--- src/rtl/id_ex_stage_reg_pkg.sv ---
// Shared pipeline definitions: control-bundle layout and bit positions used by ID/EX.
package id_ex_stage_reg_pkg;

  localparam int unsigned CTRL_W          = 10;
  localparam int unsigned CTRL_ALU_SRC    = 0;
  localparam int unsigned CTRL_REG_WRITE  = 1;
  localparam int unsigned CTRL_MEM_READ   = 2;
  localparam int unsigned CTRL_MEM_WRITE  = 3;
  localparam int unsigned CTRL_MEM_TO_REG = 4;
  localparam int unsigned CTRL_BRANCH     = 5;
  localparam int unsigned CTRL_ALU_OP_LSB = 6;
  localparam int unsigned CTRL_ALU_OP_W   = 4;

  // Field view of the control bundle; member order matches the bit indices above.
  typedef struct packed {
    logic [CTRL_ALU_OP_W-1:0] alu_op;
    logic                     branch;
    logic                     mem_to_reg;
    logic                     mem_write;
    logic                     mem_read;
    logic                     reg_write;
    logic                     alu_src;
  } ctrl_t;

  function automatic logic is_load(input logic [CTRL_W-1:0] ctrl);
    return ctrl[CTRL_MEM_READ];
  endfunction

endpackage

--- src/rtl/id_ex_stage_reg_load_use_detect.sv ---
// Combinational load-use compare between the load sitting in EX and the instruction in ID.
module load_use_detect #(
  parameter int unsigned REG_W = 5
) (
  input  logic             ex_valid_i,
  input  logic             ex_mem_read_i,
  input  logic [REG_W-1:0] ex_rd_i,
  input  logic             id_valid_i,
  input  logic [REG_W-1:0] id_rs_i,
  input  logic [REG_W-1:0] id_rt_i,
  output logic             hazard_o
);

  logic rd_nonzero;
  logic src_match;

  // Register 0 is hard-wired, so a load targeting it can never feed a consumer.
  assign rd_nonzero = (ex_rd_i != '0);
  assign src_match  = (id_rs_i == ex_rd_i) | (id_rt_i == ex_rd_i);
  assign hazard_o   = ex_valid_i & ex_mem_read_i & rd_nonzero & id_valid_i & src_match;

endmodule

--- src/rtl/id_ex_stage_reg.sv ---
// ID/EX pipeline register with load-use bubble insertion, stall generation and a
// saturating count of inserted bubbles.
module id_ex_stage_reg
  import id_ex_stage_reg_pkg::*;
#(
  parameter int unsigned DATA_W = 32,
  parameter int unsigned REG_W  = 5,
  parameter int unsigned CNT_W  = 16
) (
  input  logic              clk,
  input  logic              reset,
  input  logic              id_valid,
  input  logic [DATA_W-1:0] id_rs_data,
  input  logic [DATA_W-1:0] id_rt_data,
  input  logic [DATA_W-1:0] id_imm,
  input  logic [REG_W-1:0]  id_rs,
  input  logic [REG_W-1:0]  id_rt,
  input  logic [REG_W-1:0]  id_rd,
  input  logic [CTRL_W-1:0] id_ctrl,
  input  logic              flush,
  input  logic              ex_hold,
  output logic              stall,
  output logic              ex_valid,
  output logic [DATA_W-1:0] ex_rs_data,
  output logic [DATA_W-1:0] ex_rt_data,
  output logic [DATA_W-1:0] ex_imm,
  output logic [REG_W-1:0]  ex_rs,
  output logic [REG_W-1:0]  ex_rt,
  output logic [REG_W-1:0]  ex_rd,
  output logic [CTRL_W-1:0] ex_ctrl,
  output logic              alu_src,
  output logic [CNT_W-1:0]  stall_count
);

  logic              ex_valid_q,    ex_valid_d;
  logic [DATA_W-1:0] ex_rs_data_q,  ex_rs_data_d;
  logic [DATA_W-1:0] ex_rt_data_q,  ex_rt_data_d;
  logic [DATA_W-1:0] ex_imm_q,      ex_imm_d;
  logic [REG_W-1:0]  ex_rs_q,       ex_rs_d;
  logic [REG_W-1:0]  ex_rt_q,       ex_rt_d;
  logic [REG_W-1:0]  ex_rd_q,       ex_rd_d;
  logic [CTRL_W-1:0] ex_ctrl_q,     ex_ctrl_d;
  logic [CNT_W-1:0]  stall_count_q, stall_count_d;
  logic              hazard;

  load_use_detect #(
    .REG_W (REG_W)
  ) u_load_use_detect (
    .ex_valid_i    (ex_valid_q),
    .ex_mem_read_i (is_load(ex_ctrl_q)),
    .ex_rd_i       (ex_rd_q),
    .id_valid_i    (id_valid),
    .id_rs_i       (id_rs),
    .id_rt_i       (id_rt),
    .hazard_o      (hazard)
  );

  // A flush discards whatever is stalled, so it never asks the front end to hold.
  assign stall = ~flush & (hazard | ex_hold);

  // Next-state: flush > hold > hazard bubble > normal capture.
  always_comb begin
    ex_valid_d    = ex_valid_q;
    ex_rs_data_d  = ex_rs_data_q;
    ex_rt_data_d  = ex_rt_data_q;
    ex_imm_d      = ex_imm_q;
    ex_rs_d       = ex_rs_q;
    ex_rt_d       = ex_rt_q;
    ex_rd_d       = ex_rd_q;
    ex_ctrl_d     = ex_ctrl_q;
    stall_count_d = stall_count_q;

    if (flush) begin
      ex_valid_d = 1'b0;
      ex_ctrl_d  = '0;
    end else if (!ex_hold) begin
      if (hazard) begin
        ex_valid_d = 1'b0;
        ex_ctrl_d  = '0;
        if (stall_count_q != {CNT_W{1'b1}}) begin
          stall_count_d = stall_count_q + CNT_W'(1);
        end
      end else begin
        ex_valid_d   = id_valid;
        ex_rs_data_d = id_rs_data;
        ex_rt_data_d = id_rt_data;
        ex_imm_d     = id_imm;
        ex_rs_d      = id_rs;
        ex_rt_d      = id_rt;
        ex_rd_d      = id_rd;
        // An empty ID slot enters EX as a side-effect-free bubble.
        ex_ctrl_d    = id_valid ? id_ctrl : '0;
      end
    end
  end

  always_ff @(posedge clk or posedge reset) begin
    if (reset) begin
      ex_valid_q    <= 1'b0;
      ex_rs_data_q  <= '0;
      ex_rt_data_q  <= '0;
      ex_imm_q      <= '0;
      ex_rs_q       <= '0;
      ex_rt_q       <= '0;
      ex_rd_q       <= '0;
      ex_ctrl_q     <= '0;
      stall_count_q <= '0;
    end else begin
      ex_valid_q    <= ex_valid_d;
      ex_rs_data_q  <= ex_rs_data_d;
      ex_rt_data_q  <= ex_rt_data_d;
      ex_imm_q      <= ex_imm_d;
      ex_rs_q       <= ex_rs_d;
      ex_rt_q       <= ex_rt_d;
      ex_rd_q       <= ex_rd_d;
      ex_ctrl_q     <= ex_ctrl_d;
      stall_count_q <= stall_count_d;
    end
  end

  assign ex_valid    = ex_valid_q;
  assign ex_rs_data  = ex_rs_data_q;
  assign ex_rt_data  = ex_rt_data_q;
  assign ex_imm      = ex_imm_q;
  assign ex_rs       = ex_rs_q;
  assign ex_rt       = ex_rt_q;
  assign ex_rd       = ex_rd_q;
  assign ex_ctrl     = ex_ctrl_q;
  assign alu_src     = ex_ctrl_q[CTRL_ALU_SRC];
  assign stall_count = stall_count_q;

endmodule
--- config.mk ---
export PLATFORM = sky130hd
export DESIGN_NAME = id_ex_stage_reg
export DESIGN_NICKNAME = d
export VERILOG_FILES = /design/src/rtl/id_ex_stage_reg_pkg.sv /design/src/rtl/id_ex_stage_reg_load_use_detect.sv /design/src/rtl/id_ex_stage_reg.sv
export SDC_FILE = /design/constraint.sdc
export NUM_CORES = 1
export LEC_CHECK = 0
export CORE_MARGIN = 5
export CORE_UTILIZATION = 30
export CTS_CLUSTER_SIZE = 12
export DETAILED_ROUTE_END_ITERATION = 8
export SLEW_MARGIN = 20
export SYNTH_ARGS = -nofsm -noshare
export SYNTH_HDL_FRONTEND = slang
export SYNTH_HIERARCHICAL = 1
export SYNTH_SLANG_ARGS = --single-unit
--- constraint.sdc ---
create_clock -name clk -period 6.11 [get_ports clk]
set_clock_uncertainty 0.2 [all_clocks]
set_input_delay 1.222 -clock clk [delete_from_list [all_inputs] [get_ports clk]]
set_output_delay 1.222 -clock clk [all_outputs]
set_load 0.1 [all_outputs]
; ---- Word level (Yosys, flattened, before mapping)
; Index checks and enable logic that the tools add are counted.
[word_totals]
reg_bits = 138
inputBits = 126
out_inout_bits = 140
[op_classes]
n_bitwise = 10
n_reduce_logical = 3
addsub = 1
n_mux = 7
n_eq_ne = 4
[ops]
columns = operator, n
row1 = $mux 10, 4
row2 = $add 16x1->16 const B, 1
row3 = $ne 16x16->1 const B, 1
row4 = $eq 5x5->1, 2
row5 = $and 1x1->1, 5
row6 = $reduce_bool 5->1, 1
row7 = $reduce_and 4->1, 1
row8 = $mux 1, 3
row9 = $not 1->1, 3
row10 = $reduce_and 3->1, 1
row11 = $ne 2x2->1 const B, 1
row12 = $or 1x1->1, 2

; ---- Longest topological paths before layout
; Gate-level depths: netlist of the first run.
[depth]
ltp_word = 7
mapped_depth = 9

; ---- Modules after synthesis
; Netlist of the first run, hierarchy kept.
[modules_own_cells]
columns = mod, cells_per_inst, area_each_um2, n_inst
row1 = id_ex_stage_reg, 336, 5297.6, 1
row2 = load_use_detect, 17, 128.9, 1

; ---- Worst setup path before layout of the first run
; No wires, ideal clock.
[synth_path]
kind = input-to-output
startpoint = in id_rs[0]
endpoint = out stall
slack_ps = 1534
stages = 6
arrival_time_ps = 3154
path_cell_list = xor2_1 > nor3_1 > nand3_1 > a21oi_1 > nor2_1 > nor2_1
[synth_via]
elab_chain_len = 5
[synth_lines]
columns = item, line_no
row1 = from (decl), id_ex_stage_reg.sv:16  ; input logic [REG_W-1:0] id_rs,
row2 = $eq 5x5->1, id_ex_stage_reg_load_use_detect.sv:19  ; assign src_match = (id_rs_i == ex_rd_i) | (id_rt_i == ex_rd_i);
row3 = $or 1x1->1, id_ex_stage_reg_load_use_detect.sv:19
row4 = $and 1x1->1, id_ex_stage_reg_load_use_detect.sv:20  ; assign hazard_o = ex_valid_i & ex_mem_read_i & rd_nonzero & id_valid_i & src_match;
row5 = net hazard, id_ex_stage_reg.sv:44  ; logic hazard;
row6 = $or 1x1->1, id_ex_stage_reg.sv:59  ; assign stall = ~flush & (hazard | ex_hold);
row7 = $and 1x1->1, id_ex_stage_reg.sv:59
row8 = to (decl), id_ex_stage_reg.sv:22  ; output logic stall,
; The timed path passes the listed nets, and every way through them passes these cells.

; ---- Worst setup path after layout of the first run
[layout_path]
startpoint = in id_rs[2]
endpoint = out stall
; The elaborated chain is that of the path after synthesis.

==> impl_summary.md, run 1 <==
Clock tree
Clock latency on the worst-skew pair, taken at its later pin, is 400 ps. Post-CTS repair changed the size of 0 cells. The buffer depth of the longest clock path is 2.

The number of clock buffers added by TritonCTS is 17. The cell sitting at the root of the clock tree is a sky130_fd_sc_hd__clkbuf_16. The depth of the CTS H-tree is 4. The clock slew at the register clock pins of the worst setup and hold paths is 60 ps.

The hold buffer count at CTS is 0. The TritonCTS clock tree is done. Clock tree synthesis found a total of 138 sinks. After clock tree synthesis, the setup repair step added 0 buffers.

Flow run
The total of max-cap violations is 0.

Pwr
In this run the static leakage power is 3.66 nW. The fraction of power consumed by sequential logic is 32.6%. The maximum vdd ir drop is 191 µV.

The net switching component of the power is 1.43 mW. The internal cell power is 1.91 mW. The relative contribution of the clock network to total power is 27.3%. The combinational share of power is 40.1%. Power spread over the standard cell area amounts to 378 nW/µm². Net switching is 42.8% of the power.

Global route
The number of global-route vias before repair is 4302. The total congestion overflow after global routing is 0. Across every metal layer, demand over resource in global routing totals 14.4%. The initial antenna violation count came to 0. Entering global routing, the biggest net connects 93 pins.

The first-pass GRT wire length is 23200 µm.

STA
Setup violations remaining at the end of the flow were counted as 0. The max-slew violation total from the final report is 0. For the pin with the worst max-slew slack, the measured transition is 1030 ps. The summed negative setup slack over all endpoints is 0 ps. Setup repair after global routing left no endpoint under its margin. The count of final hold-check violations was 0. The maximum clock rate is 222 MHz. In this run the tightest slew margin relative to its limit is 31.2%. The portion of the clock cycle consumed by the worst path in the final layout is 73.9%. Once routing completed, OpenROAD measured the worst setup slack at 1600 ps. The shortest period the worst path allows is 4510 ps.

Layout
The area growth from synthesis to layout is 63.1%. The post-layout net count is 751. The most common library cell in the layout ignoring fill and taps is sky130_fd_sc_hd__clkdlybuf4s50_1.

The proportion of layout cells with a drive suffix above 1 is 24.5%. Excluding fillers, the count of instances in the completed layout stands at 866. The repair_antennas step left the layout with diodes totalling 0.

Cells fill 49.4% of the core in the end. In the layout the commonest cells are sky130_fd_sc_hd__clkdlybuf4s50_1, sky130_fd_sc_hd__dfrtp_1, sky130_fd_sc_hd__mux2_2.

Worst setup path
The most used cell along the critical path is sky130_fd_sc_hd__nor2_1. The standard cell with the maximum stage delay on the critical path is sky130_fd_sc_hd__clkdlybuf4s50_1. Along the worst path, the maximum fanout reaches 3. For the worst setup path, the data required time is 4690 ps. STA classifies the critical path endpoint as a primary output.

For the worst setup path, the data arrival time is 3090 ps. The buffering stage count on the worst path with inverters included is 2. Walking the worst path, the cells encountered are clkdlybuf4s50_1 > xor2_1 > nor3_1 > nand3_1 > a21oi_1 > nor2_1 > nor2_1 > buf_4. On the worst path, the slowest cell contributes a delay of 450 ps. By startpoint and endpoint, the worst setup path is classified as primary input to primary output. Among cell families on the critical path, the largest total delay comes from buffers and inverters. The nature of the critical path startpoint is a primary input.

Floorplanning
The top-level port count is 266. The floorplan step defined a die boundary enclosing 20900 µm². The floorplan step defined a core boundary enclosing 17900 µm².

The die is 144 µm wide. The initialized floorplan defines 49 standard-cell rows. The initial core utilization is 30.3%. The die span in y is 144 µm.

Placement
The number of placed instances, taps included, is 834. The HPWL after detailed placement is 11300 µm. The number of port buffers is 265. At the end of routability-driven placement, the weighted congestion stood at 0.774. The worst setup slack before clock tree synthesis is 1600 ps.

Route
The number of remaining DRC errors is 0. For this block, the initial DRC count from the detailed router was 100. The number of vias in the routed layout is 3890. After detailed routing, the average wire length per cell comes to 17.4 µm. The detail route stage leaves a number of antenna-violating nets equal to 0. The number of search-and-repair iterations in the first detailed-routing pass is 4. Using the TritonRoute via totals, the vias-per-cell ratio works out to 4.49. The total routed wirelength is 15000 µm.

Logic synthesis
A synthesized cell averages 15.4 µm². The cell count after synthesis came out at 353. Yosys mapped a number of flops with a built-in enable equal to 0.

In the synthesized netlist the dominant register cell turns out to be sky130_fd_sc_hd__dfrtp_1. The cell area that synthesis handed to floorplanning was 5430 µm². Synthesis instantiated 35 different standard cells from the library. The share of flip-flops with an asynchronous set or reset is 100%. The post-synthesis net count is 480.

The fraction of the yosys area taken by sequential cells is 63.6%. Synthesis inferred 138 register bits. The number of warning messages in the yosys log is 6.

Status
The run finished with clean final reports.

Hold path
The min-delay analysis places its worst path in the category flip-flop to flip-flop.
-- worst paths after layout --
path,start,endpoint,slack (ps),depth (start not counted)
setup / recovery,id_rs[2],stall,1600,8
setup reg to reg,ex_rd[2],stall_count[15],2930,8
max in group asynchronous,reset,ex_ctrl[2],3400,3
hold reg to reg,stall_count[7],stall_count[7],290,1
min in group asynchronous,reset,ex_imm[18],1180,2
hold / removal,stall_count[7],stall_count[7],290,1
-- area by class of cell --
type	count	area, µm²
Clock buffer	19	453
Clock inverter	13	78.8
Fill cell	1583	9050
Inverter	2	12.5
Multi-Input combinational cell	197	1890
Sequential cell	138	3450
Tap cell	229	287
Timing Repair Buffer	268	2670
-- stage by stage --
stage               instance area, µm²  total power, mW  hold WS, ps
finish                            8850             3.34          295
global route                      8850             3.48          315
CTS                               8850             3.39          298
detailed placement                8320             2.46          281
global placement                  8320             2.45          287
floorplan                         5430             2.08          856
-- power by group through the flow --
stage	sequential [mW]	clock [mW]	combinational [mW]
floorplan	1.93	0	0.154
global placement	1.10	0	1.35
detailed placement	1.11	0	1.35
CTS	1.09	0.948	1.35
global route	1.11	0.998	1.38
finish	1.09	0.914	1.34
-- logic make-up (layout without fill, tap and decap cells) --
family,Yosys count,after routing,synth area share [%]
AOI/OAI and AO/OA,16,16,2.37
xor gates and xnor gates,25,25,4.04
adders and majority gates,1,1,0.231
buffers and inverters,18,302,1.59
DFF,138,138,63.6
muxes,112,112,23.2
and+or+nand+nor,43,43,4.89
-- sequential cells by signal (all words and copies together), names as in the netlist --
name	cells
ex_ctrl	10
ex_imm	32
ex_rd	5
ex_rs	5
ex_rs_data	32
ex_rt	5
ex_rt_data	32
ex_valid	1
stall_count	16
-- Yosys cell counts (2+ instances only) --
| master | count | share of area [%] |
|---|---|---|
| sky130_fd_sc_hd__nand3_1 | 7 | 0.65 |
| sky130_fd_sc_hd__nor3_1 | 6 | 0.55 |
| sky130_fd_sc_hd__xor2_1 | 18 | 2.9 |
| sky130_fd_sc_hd__nor4_1 | 3 | 0.35 |
| sky130_fd_sc_hd__mux2_2 | 112 | 23 |
| sky130_fd_sc_hd__dfrtp_1 | 138 | 64 |
| sky130_fd_sc_hd__a21oi_1 | 2 | 0.18 |
| sky130_fd_sc_hd__a22o_1 | 10 | 1.6 |
| sky130_fd_sc_hd__nand2_1 | 3 | 0.21 |
| sky130_fd_sc_hd__xnor2_1 | 7 | 1.1 |
| sky130_fd_sc_hd__nor2_1 | 5 | 0.35 |
| sky130_fd_sc_hd__nand4_1 | 5 | 0.58 |
| sky130_fd_sc_hd__buf_2 | 6 | 0.55 |
| sky130_fd_sc_hd__inv_1 | 2 | 0.14 |
| sky130_fd_sc_hd__clkbuf_1 | 8 | 0.55 |
| sky130_fd_sc_hd__a211oi_1 | 2 | 0.28 |
-- routing by layer --
layer	up-vias	part of all wire, %	GRT usage, %	wire (µm)
met4	0	2.1	5.74	318
li1	1812	-	-	-
met5	-	0	0	0
met1	1903	39	17.0	5850
met3	21	10	6.28	1500
met2	154	49	23.0	7350
-- worst reg2reg max path, cell delays in order, from the launching register on --
cell and delay, ps:
sky130_fd_sc_hd__dfrtp_1 440, sky130_fd_sc_hd__xor2_1 190, sky130_fd_sc_hd__nor3_1 300, sky130_fd_sc_hd__nand3_1 140
sky130_fd_sc_hd__a21oi_1 300, sky130_fd_sc_hd__or3b_1 530, sky130_fd_sc_hd__or4_4 600, sky130_fd_sc_hd__a211oi_1 230
sky130_fd_sc_hd__xor2_1 170
No activity file was read; power rests on OpenSTA's default activity.
==> run 2, diff against run 1 <==
Clock period 6.11 ns to 4.5 ns, I/O delays scaled along.
==> run 2 against run 1 <==
Net effect:
- clock power is 62% higher
- global-route usage is 0.24 points higher
- hold slack improved by 7.4 ps
- register-to-register slack lost 1500 ps
- power is 43% higher
- sequential share of layout area down 0.64 points
- wire length up 0.12%
- largest power group unchanged
- setup slack got worse by 740 ps
==> impl_summary.md, run 2 (synthesis results as in run 1) <==
Clock tree
The number of buffers inserted by post-CTS setup repair is 0. In this run, post-CTS hold repair placed 0 buffers. The depth of the CTS H-tree is 4. The number of CTS-inserted buffers is 17.

The clock passes through at most 2 buffers. In this run, post-CTS repair resized a total of 0 instances. The tree is rooted in a sky130_fd_sc_hd__clkbuf_16. The clock latency on the worst-skew pair is 410 ps.

The number of clock sinks is 138. TritonCTS built the clock tree. The clock slew at the register clock pins of the worst setup and hold paths is 60 ps.

Layout
The post-route netlist has 24.0% of its cells at a drive strength greater than 1. The area added between synthesis and finish is 65.8%. The post-layout net count is 751. The repair_antennas step left the layout with diodes totalling 0.

The most common library cell in the layout ignoring fill and taps is sky130_fd_sc_hd__clkdlybuf4s50_1. For this run, the share of the core covered by cells in the final layout is 50.3%. The top cell types in the final layout, fill and taps aside, are sky130_fd_sc_hd__clkdlybuf4s50_1, sky130_fd_sc_hd__dfrtp_1, sky130_fd_sc_hd__mux2_2.

Placement
The half-perimeter wire length of the detailed placement result is 11000 µm. At the end of routability-driven placement, the weighted congestion stood at 0.737. The number of port buffers is 265.

STA
For the finished layout, the period the worst path requires is 3640 ps. Setup repair after global routing left no endpoint under its margin. The max-slew violation total from the final report is 0. The summed negative setup slack over all endpoints is 0 ps. The total of endpoints with negative setup slack in the final report is 0. The count of final hold-check violations is 0. The relative max-transition margin is 30.1%. For the pin with the worst max-slew slack, the measured transition is 1050 ps. The worst hold margin is 302 ps.

After layout, the worst path uses 80.9% of the clock period. The maximum clock rate is 275 MHz.

Floorplanning
From bottom edge to top edge, the die measures 144 µm. The area of the die is 20900 µm². The initial core utilization is 30.3%. The placement row count is 49. Pin placement for this block handled 266 I/O pins. The horizontal extent of the die is 144 µm. The standard cell core area is 17900 µm².

Worst setup path
The most critical setup path has its endpoint at stall. STA puts the critical path data arrival time at 2540 ps. Walking the worst path, the cells encountered are clkdlybuf4s50_1 > xor2_1 > nor3_1 > nand3_1 > a21oi_1 > nor2_1 > nor2_1 > buf_12. The slowest stage of the critical path is the sky130_fd_sc_hd__clkdlybuf4s50_1 cell. The worst register-to-register path has a setup slack of 1440 ps. The end of the worst register-to-register path is stall_count[15]. The setup path with the least slack is of type primary input to primary output. The worst setup path is captured at a primary output. The nature of the critical path startpoint is a primary input. The startpoint identified for the worst register-to-register timing path is ex_rd[0]. The worst reg-to-reg path cell count is 8. The largest single stage delay on the critical path is 440 ps. The endpoint required time on the critical path is 3400 ps. The most used cell along the critical path is sky130_fd_sc_hd__nor2_1.

In this run the worst setup path begins at id_rs[0]. The maximum fanout along the worst path is 3.

Flow run
Max-cap violations in this run came to 0.

Route
Dividing the detail-routed wire length by the instance count gives 17.4 µm. The pre-antenna-repair detailed-routing pass consisted of 4 iterations. The via count normalized by instance count is 4.49.

The detail route stage leaves a number of antenna-violating nets equal to 0. The detailed router finished its first iteration with 112 violations. Wires add up to 15000 µm. The number of remaining DRC errors is 0. Detailed routing inserted a total of 3889 vias.

Pwr
Power spread over the standard cell area amounts to 532 nW/µm². The static leakage is 3.71 nW. The maximum vdd ir drop is 296 µV.

Global route
The first-pass GRT wire length is 23500 µm. The total congestion overflow after global routing is 0. The global-route total usage across every layer is 14.6%. The number of global-route vias before repair is 4282.

The initial antenna violation count came to 0. Entering global routing, the biggest net connects 139 pins.

Hold path
The worst min-delay path category is flip-flop to flip-flop.

Status
The flow ran to the end, and the final reports show no timing, DRC or antenna violations.
## run 2: changes by cell type in the layout (fill, tap and decap cells not counted)
cell                         delta
sky130_fd_sc_hd__clkinv_2       -7
sky130_fd_sc_hd__buf_12         +4
sky130_fd_sc_hd__buf_4          -4
sky130_fd_sc_hd__bufinv_16      +4
sky130_fd_sc_hd__clkbuf_1       +3
sky130_fd_sc_hd__clkinv_4       +2
sky130_fd_sc_hd__clkinvlp_4     -1
sky130_fd_sc_hd__inv_6          -1
## run 2: final cells by class
cell class | count | area, µm²
fillers | 1548 | 8910
clock buffers | 22 | 464
inverters | 2 | 11.3
repair buffers | 268 | 2720
clock inverters | 10 | 166
multi-input cells | 197 | 1890
flip-flops and latches | 138 | 3450
well taps | 229 | 287
## run 2: worst min path at each step
| stage | end | depth (start not counted) | slack, ps | from |
|---|---|---|---|---|
| after global routing | stall_count[7] | 1 | 320 | stall_count[7] |
| after global placement | ex_rt_data[25] | 1 | 290 | ex_rt_data[25] |
| after floorplan | ex_ctrl[8] | 1 | 830 | id_ctrl[8] |
| final | stall_count[7] | 1 | 300 | stall_count[7] |
| after CTS | ex_rt_data[18] | 1 | 310 | ex_rt_data[18] |
| after detailed placement | ex_imm[16] | 1 | 290 | ex_imm[16] |
## run 2: stage by stage
stage	setup slack (ps)	std cells	total power, mW	cell area, µm²
2_1_floorplan	503	353	2.82	5430
3_3_place_gp	623	834	3.33	8370
3_5_place_dp	515	834	3.34	8370
4_1_cts	828	866	4.85	9000
5_1_grt	638	866	4.96	9000
6_report	860	866	4.78	9000
## run 2: worst max-delay path, delay by kind of cell
kind,cells,cell delay (ps)
AOI/OAI and AO/OA,1,270
xor gates and xnor gates,1,180
buffers and inverters,2,640
and+or+nand+nor,4,530
## run 2: routing by layer
layer  track usage [%]  share of wire (%)  vias up
met5                 0                  0        -
met4              5.30                1.7        0
met3              6.61                 11       20
met2              23.2                 48      175
met1              17.6                 39     1882
li1                  -                  -     1812
## run 2: report_power, final
part	internal (mW)	switching [mW]
Combinational	0.483	1.34
Sequential	1.39	0.0866
Clock	0.959	0.521
Total	2.84	1.95
==> run 3, diff against run 2 <==
Clock period 4.5 ns to 3.7 ns, I/O delays scaled along.
==> run 3 against run 2 <==
Net effect:
- design area is 0.82% lower
- critical endpoint unchanged
- wire length rose by 3.3%
- sequential cell count unchanged
- hold slack worse by 1.5 ps
- power rose by 20%
- register-to-register slack lost 670 ps
- sequential share of layout area up 0.32 points
- clock power up 18%
==> impl_summary.md, run 3 (synthesis results as in run 1) <==
Status
The run finished with clean final reports.

Pwr
The relative contribution of the clock network to total power is 30.3%. The internal cell power is 3.38 mW. Combinational cells account for 38.4% of the total power. VDD sags by at most 330 µV. Summing internal, switching and leakage power gives 5.75 mW. The power density relative to cell area is 645 nW/µm².

In this run, flip-flops and latches consume 31.3% of the power. Net switching is 41.2% of the power. Summed over all nets, the switching power comes to 2.37 mW. The static leakage is 3.80 nW.

Placement
The number of placed cells counting well taps is 840. The half-perimeter wire length of the detailed placement result is 11900 µm. Port buffering added 265 buffers. The worst setup slack before clock tree synthesis is 26.5 ps. The global placement routability congestion is 0.765. Once placement finished, the instance area stood at 8310 µm².

STA
The portion of the clock cycle consumed by the worst path in the final layout is 90.7%. The maximum clock rate is 298 MHz. Setup total negative slack on the finished layout was measured at 0 ps. The max-slew violation total from the final report came to 0. The total of endpoints with negative setup slack in the final report is 0.

At the pin with the least slew margin, the transition time is 1020 ps. Setup repair after global routing left no endpoint under its margin. The worst hold margin is 301 ps. Subtracting the final worst setup slack from the clock period gives 3360 ps. The worst setup margin is 344 ps. The count of final hold-check violations is 0. Headroom to the max-slew limit came out at 32.0%.

Global route
In the global route stage, overall resource usage came out at 14.9%. The total overflow left after global routing is 0. The initial antenna violation count is 0. The first global-routing pass estimated 24000 µm of wire. The pin count of the biggest net entering global routing is 65. The number of global-route vias before repair is 4416.

Worst setup path
The endpoint required time on the critical path is 2760 ps. The arrival time of the worst setup path is 2420 ps. The worst setup path is launched from a primary input. The sort of element at the end of the critical path is a primary output. The worst setup path is of the primary input to primary output kind. The maximum fanout along the worst path is 2.

Clock tree
In this run the number of H-tree levels came out at 4. The clock root buffer is sky130_fd_sc_hd__clkbuf_16. TritonCTS built the clock tree. At the later pin of the worst-skew pair, clock insertion delay measures 410 ps.

After clock tree synthesis, the clock-pin slew on the worst setup and hold paths is 50 ps. The number of instances resized during post-cts repair is 0. Once the clock tree was built, the setup fixing pass inserted 0 buffers. Counting every sink on the clock net gives 138.

The number of CTS-inserted buffers is 17. The hold buffer count at CTS is 0. In this run the deepest clock path goes through 2 buffers.

Layout
Once layout is complete, the utilization of the core stands at 49.8%. Fill cells in the final layout number 1555. The number of antenna diodes in the final layout is 0. In the final layout, the share of cells above drive strength 1 is 32.3%. The most common library cell in the layout ignoring fill and taps is sky130_fd_sc_hd__clkdlybuf4s50_1.

The area added between synthesis and finish is 64.4%. After the flow finishes, the layout carries non-filler instances totaling 872. For this run, the post-layout net count is 757. With fillers left out, the area of the finished cells amounts to 8920 µm². Leaving out fill and tap cells, the most frequent cells in the layout are sky130_fd_sc_hd__clkdlybuf4s50_1, sky130_fd_sc_hd__dfrtp_1, sky130_fd_sc_hd__mux2_2.

Route
After detailed routing, the average wire length per cell comes to 17.8 µm. The detailed router finished its first iteration with 97 violations. The total routed wirelength is 15500 µm.

Once detail routing completed, the nets flagged for antenna violations numbered 0. The first detailed-routing pass took 4 iterations. The number of vias in the routed layout is 3939. In the routed design, unresolved DRC markers number 0. Dividing the detail-routed via count by the number of cells gives 4.52.

Hold path
The worst hold path belongs to the class flip-flop to flip-flop.

Floorplanning
The die is 144 µm wide. The standard cell core area is 17900 µm². The initial core utilization is 30.3%. The top-level port count is 266. The area of the die is 20900 µm². In this run the core area contains 49 standard-cell rows. The die is 144 µm tall.

Flow run
The total of max-cap violations is 0.
-- run 3: changes by cell type in the layout (fill, tap and decap cells not counted), sizes merged --
cell           delta
inv               +1
buf              +53
bufinv            -1
clkinv            -1
clkinvlp          +1
clkdlybuf4s50    -47
-- run 3: cell type report --
type | instances | area (µm²) | area share [%]
clock inverter | 10 | 140 | 1.57
clock buffer | 22 | 474 | 5.31
tap | 229 | 287 | 3.21
sequential | 138 | 3450 | 38.7
inverter | 2 | 11.3 | 0.126
timing repair buffer | 274 | 2660 | 29.8
multi-input combinational | 197 | 1890 | 21.2
-- run 3: path summary, 6_finish.rpt --
| kind | cells past startpoint | from | slack (ps) | to |
|---|---|---|---|---|
| max reg2reg | 8 | ex_rd[2] | 770 | stall_count[13] |
| max | 9 | id_rs[2] | 340 | stall |
| min | 1 | stall_count[7] | 300 | stall_count[7] |
| min reg2reg | 1 | stall_count[7] | 300 | stall_count[7] |
| max in group asynchronous | 3 | reset | 1830 | ex_imm[2] |
| min in group asynchronous | 2 | reset | 620 | ex_imm[17] |
-- run 3: worst max-delay path: stages --
cell,delay (ps)
sky130_fd_sc_hd__clkdlybuf4s50_1,450
sky130_fd_sc_hd__xor2_1,160
sky130_fd_sc_hd__nor3_1,230
sky130_fd_sc_hd__nand3_1,120
sky130_fd_sc_hd__a21oi_1,210
sky130_fd_sc_hd__buf_4,150
sky130_fd_sc_hd__nor2_1,40
sky130_fd_sc_hd__nor2_2,130
sky130_fd_sc_hd__buf_12,190
-- run 3: layer usage --
layer / share of wire [%] / vias to the layer above / global-route usage, % / routed length (µm)
met1: 37 / 1966 / 16.7 / 5760
met5: 0 / - / 0 / 0
met2: 53 / 147 / 25.9 / 8170
li1: - / 1811 / - / -
met4: 1.1 / 0 / 3.83 / 169
met3: 9.4 / 15 / 6.42 / 1460
-- run 3: power by group through the flow --
| stage | clock (mW) | sequential, mW | combinational [mW] |
|---|---|---|---|
| floorplan | 0 | 3.18 | 0.255 |
| global placement | 0 | 1.82 | 2.22 |
| finish | 1.74 | 1.80 | 2.21 |
| CTS | 1.80 | 1.81 | 2.23 |
| detailed placement | 0 | 1.83 | 2.23 |
| global route | 1.88 | 1.83 | 2.28 |
